<file path="config.mk">
export PLATFORM = sky130hd
export DESIGN_NAME = boot_loader
export DESIGN_NICKNAME = d
export VERILOG_FILES = /design/src/rtl/boot_loader.sv
export SDC_FILE = /design/constraint.sdc
export NUM_CORES = 1
export LEC_CHECK = 0
export CORE_MARGIN = 1.5
export CORE_UTILIZATION = 45
export CTS_BUF_LIST = sky130_fd_sc_hd__clkbuf_4 sky130_fd_sc_hd__clkbuf_8 sky130_fd_sc_hd__clkbuf_16
export DETAILED_ROUTE_END_ITERATION = 16
export GPL_TIMING_DRIVEN = 0
export PLACE_DENSITY = 0.66
export RECOVER_POWER = 50
export SLEW_MARGIN = 20
export SYNTH_ARGS = -nofsm -noshare
export SYNTH_HDL_FRONTEND = slang
export SYNTH_SLANG_ARGS = --single-unit
</file>
<file path="constraint.sdc">
create_clock -name clk -period 3.8 [get_ports clk]
set_clock_uncertainty 0.2 [all_clocks]
set_input_delay 0.57 -clock clk [delete_from_list [all_inputs] [get_ports clk]]
set_output_delay 0.57 -clock clk [all_outputs]
set_load 0.05 [all_outputs]
</file>
<file path="src/rtl/boot_loader.sv">
// Byte-stream program loader: reads a little-endian word count and N words,
// writes them to instruction memory, then releases the cpu reset after a fixed hold.
module boot_loader #(
  parameter int ADDR_W      = 10,
  parameter int HOLD_CYCLES = 4
) (
  input  logic              clk,
  input  logic              rst,
  input  logic [7:0]        rx_data,
  input  logic              rx_valid,
  output logic              rx_ready,
  input  logic              restart,
  output logic              imem_we,
  output logic [ADDR_W-1:0] imem_addr,
  output logic [31:0]       imem_wdata,
  output logic              cpu_rst,
  output logic              load_done,
  output logic              load_err
);

  typedef enum logic [2:0] {HDR, LOAD, HOLD, RUN, ERR} state_t;

  localparam int          HW  = (HOLD_CYCLES < 2) ? 1 : $clog2(HOLD_CYCLES + 1);
  localparam logic [32:0] CAP = 33'd1 << ADDR_W;

  state_t          state;
  logic [1:0]      bidx;
  logic [ADDR_W:0] widx;
  logic [23:0]     word_buf;
  logic [31:0]     n_words;
  logic [HW-1:0]   hold_cnt;

  logic        accept;
  logic [31:0] rx_word;
  logic [31:0] widx_next;

  // Handshake: a byte moves only on a cycle where rx_valid and rx_ready are both high.
  assign rx_ready  = (state == HDR) || (state == LOAD);
  assign accept    = rx_valid & rx_ready;
  assign rx_word   = {rx_data, word_buf};
  assign widx_next = 32'(widx) + 32'd1;

  always_ff @(posedge clk or negedge rst) begin
    if (!rst) begin
      state      <= HDR;
      bidx       <= 2'd0;
      widx       <= '0;
      word_buf   <= '0;
      n_words    <= '0;
      hold_cnt   <= '0;
      imem_we    <= 1'b0;
      imem_addr  <= '0;
      imem_wdata <= '0;
      cpu_rst    <= 1'b1;
      load_done  <= 1'b0;
      load_err   <= 1'b0;
    end else begin
      imem_we <= 1'b0;
      if (accept) begin
        bidx <= bidx + 2'd1;
        case (bidx)
          2'd0:    word_buf[7:0]   <= rx_data;
          2'd1:    word_buf[15:8]  <= rx_data;
          2'd2:    word_buf[23:16] <= rx_data;
          default: ;
        endcase
      end
      case (state)
        HDR: begin
          if (accept && bidx == 2'd3) begin
            if (rx_word == 32'd0) begin
              state    <= HOLD;
              hold_cnt <= HW'(HOLD_CYCLES);
            end else if ({1'b0, rx_word} > CAP) begin
              state    <= ERR;
              load_err <= 1'b1;
            end else begin
              state   <= LOAD;
              n_words <= rx_word;
              widx    <= '0;
            end
          end
        end
        LOAD: begin
          if (accept && bidx == 2'd3) begin
            imem_we    <= 1'b1;
            imem_addr  <= widx[ADDR_W-1:0];
            imem_wdata <= rx_word;
            if (widx_next == n_words) begin
              state    <= HOLD;
              hold_cnt <= HW'(HOLD_CYCLES);
            end else begin
              widx <= widx + 1'b1;
            end
          end
        end
        // Count runs HOLD_CYCLES..0 so cpu_rst drops HOLD_CYCLES+1 edges after the last byte.
        HOLD: begin
          if (hold_cnt == '0) begin
            state     <= RUN;
            cpu_rst   <= 1'b0;
            load_done <= 1'b1;
          end else begin
            hold_cnt <= hold_cnt - 1'b1;
          end
        end
        RUN, ERR: begin
          if (restart) begin
            state     <= HDR;
            cpu_rst   <= 1'b1;
            load_done <= 1'b0;
            load_err  <= 1'b0;
            bidx      <= 2'd0;
            widx      <= '0;
          end
        end
        default: state <= HDR;
      endcase
    end
  end

endmodule

</file>
==> impl_metrics.py <==
metrics = {
    "placement": {
        "routabilityCongestion": 0.888,
        "pre_cts_slack_ps": -35.3,
        "hpwlAfterDp_um": 9440,
        "portBuffers": 56,
    },
    "die": {
        "pin_count": 59,
        "initial_core_util_pct": 46.3,
        "rows": 40,
        "core_sq_mm": 0.0121,
        "dieArea_sq_mm": 0.0131,
        "fp.dieH_um": 114,
        "die_w_um": 114,
    },
    "clock_tree": {
        "tritoncts": "done",
        "ctsResizeCount": 0,
        "htreeDepth": 4,
        "cts_max_path_buffers": 2,
        "clockRootBuffer": "clkbuf_16",
        "clkTransAtPathRegs_ps": 50,
        "post_cts_buffers": 0,
        "cts_made_buffers": 17,
        "clock_sinks": 121,
        "worstSkewPairLatency_ps": 420,
    },
    "synthesis": {
        "synth_warnings": 0,
        "synthTopCellsByCount": "152 x nand2_1, 120 x dfrtp_1, 37 x mux2_2, 24 x nor2_1, 23 x and2_1",
        "synth_cells": 555,
        "syn_area_per_cell_sq_um": 10.1,
        "syn-num-nets": 574,
        "synthesis.area_sq_mm": 0.00559,
        "synth_edf_count": 0,
        "yosysMostFrequentCell": "nand2_1",
        "synth_top_area_cell": "dfrtp_1",
        "ys_seq_elements": 121,
        "synth_top_flop_cell": "dfrtp_1",
        "synth_top_area_share_pct": 53.7,
        "async_reset_ff_share_pct": 100,
        "yosysSeqAreaShare_pct": 54.2,
        "synthTopCellsByArea": "dfrtp_1 54%, nand2_1 10%, mux2_2 7.5%",
        "ys_types": 62,
    },
    "sta": {
        "relSlewSlack_pct": -50.5,
        "drv_slew": 40,
        "finalHoldViolCount": 0,
        "setup_violations": 0,
        "rsz0062_at_grt": "no",
        "max_freq_ghz": 0.294,
        "fin_hold_ws_ps": 264,
        "final.setup.tns_ps": 0,
        "min_period_over_period_pct": 89.5,
        "period_needed_ps": 3400,
        "tightestPinTransition_ps": 2260,
        "final.setup.worst_slack_ps": 400,
    },
    "setup_path": {
        "rr_endpoint": "hold_cnt[1]",
        "start_kind": "input pin",
        "criticalPathCategory": "in -> reg",
        "crit_fanout": 10,
        "worst-path-buf-inv": 2,
        "slowest_stage": "nor4_1",
        "worstPathCellList": "clkdlybuf4s50_1 -> nor4_1 -> nand4_1 -> or2_2 -> o31ai_1 -> nor2_1 -> nand2_1 -> buf_2 -> mux2_2",
        "cp.arrival_ps": 3500,
        "worstRegToRegCells": 10,
        "required_ps": 3900,
        "critPathMaxStageDelay_ps": 560,
        "cp_top_family": "simple AND/OR/NAND/NOR gates",
        "cp-end-kind": "flip-flop",
        "timing.rr.start": "widx[0]",
        "rrSetupSlack_ps": 690,
    },
    "layout": {
        "num-nets-final": 651,
        "utilization_pct": 58.2,
        "area_growth_pct": 25.6,
        "diodes": 0,
        "regArea_sq_mm": 0.00303,
        "drive_gt1_share_pct": 14.3,
        "fillers": 1070,
        "multi_input_area_sq_mm": 0.00239,
    },
    "global_routing": {
        "antenna_found_initial": 0,
        "grt_remaining_overflow": 0,
        "grt_use_total_pct": 22.6,
        "grt_max_degree": 83,
        "grt_pass1_vias": 4409,
        "grt_pass1_wl_um": 22500,
    },
    "power_and_ir_drop": {
        "ir_drop_mv": 0.321,
        "p_leak_nw": 3.37,
        "finalPower_mw": 3.85,
        "powerDensity_mw_per_mm2": 549,
    },
    "detailed_routing": {
        "num_vias": 4350,
        "first_iter_violations": 183,
        "drcViolationCount": 0,
        "firstDrtPassIters": 4,
        "wl_um": 13400,
        "top_layer_used": "met4",
        "wl_met2_um": 6560,
        "vias_per_cell": 5.36,
        "wl_met3_um": 636,
        "wire_per_inst_um": 16.5,
        "wl_met1_um": 5980,
        "ant_nets": 0,
    },
    "outcome": {
        "status": "complete, but fails checks",
        "violations": "max-capacitance violations, max-slew violations",
    },
    "min_path": {
        "worstHoldEndpoint": "imem_addr[3]",
        "hold_path.class": "reg -> reg",
        "hold_start": "imem_addr[3]",
        "hold_depth": 2,
    },
    "flow_run": {
        "max_cap_viol_count": 1,
    },
}
metal layers:
layer,GRT usage [%],up-vias
met2,35.7,104
met1,29.2,2134
li1,-,2091
met5,0,-
met3,6.09,21
met4,10.1,0
cell type report:
type | count | share of cell area, %
Tap cell | 168 | 2.99
Clock buffer | 25 | 7.36
Multi-Input combinational cell | 395 | 34.0
Timing Repair Buffer | 58 | 8.43
Sequential cell | 121 | 43.2
Clock inverter | 6 | 1.59
Buffer | 29 | 1.89
Inverter | 10 | 0.535
worst max path at each step:
stage                     from      endpoint  slack, ps  cells after the start
global route        rx_data[0]    n_words[8]        300                      9
global placement           rst  word_buf[13]      -2690                      1
finish              rx_data[0]    n_words[9]        400                      9
CTS                 rx_data[0]    n_words[4]        400                      9
floorplan              widx[0]       widx[0]       1020                     10
detailed placement  rx_data[0]    n_words[4]        -40                      9
cells in the final DEF (no fill, tap or decap), drive strengths merged, types with 7 or more instances in the layout:
cell type      synthesis  layout
nor4                  20      20
and3                  13      13
inv                   10      10
xnor2                  8       8
nor2                  24      24
dlygate4sd3            0      17
and2                  24      24
nand4                  8       8
dfrtp                120     120
a221oi                 8       8
buf                   12      12
o21ai                 10      10
nand2                153     153
clkdlybuf4s50          0      39
mux2                  37      37
clkbuf                17      44
ha                     7       7
nand3                 12      12
a21oi                 12      12
timing repair:
item / in CTS / in global routing
hold endpoints to repair: 38 / 0
hold buffers: 1 / 0
endpoints found under the setup margin: 0 / 0
sequential cells by signal (all words and copies together), names as in the netlist:
name / count
load_err: 1
state: 3
widx: 11
cpu_rst: 1
n_words: 32
imem_wdata: 32
imem_we: 1
bidx: 2
hold_cnt: 3
imem_addr: 10
load_done: 1
word_buf: 24
kinds of logic (layout without fill, tap and decap cells):
logic type / Yosys count / in the layout / synth area share [%]
compound gates: 59 / 59 / 7.54
xor+xnor: 14 / 14 / 2.19
fa+ha+maj: 7 / 7 / 1.57
buf+inv: 39 / 128 / 3.04
flops: 121 / 121 / 54.2
mux: 37 / 37 / 7.45
simple gates: 278 / 278 / 24.0
power breakdown:
part           total (mW)  internal [mW]  switching [mW]
registers            1.64           1.46           0.174
logic               0.525          0.252           0.274
clock network        1.69           1.14           0.555
total                3.85           2.85            1.00
stage by stage:
step                instance area, sq um  instances
floorplan                           5590        555
global placement                    6360        779
detailed placement                  6390        780
CTS                                 7030        812
global route                        7020        812
finish                              7020        812
tightest hold or removal path, delay by kind of cell, from the launching register on:
kind | cells | cell delay, ps
AND/OR/NAND/NOR | 2 | 100
flip-flops | 1 | 330
Power figures use the tool's default switching activity.
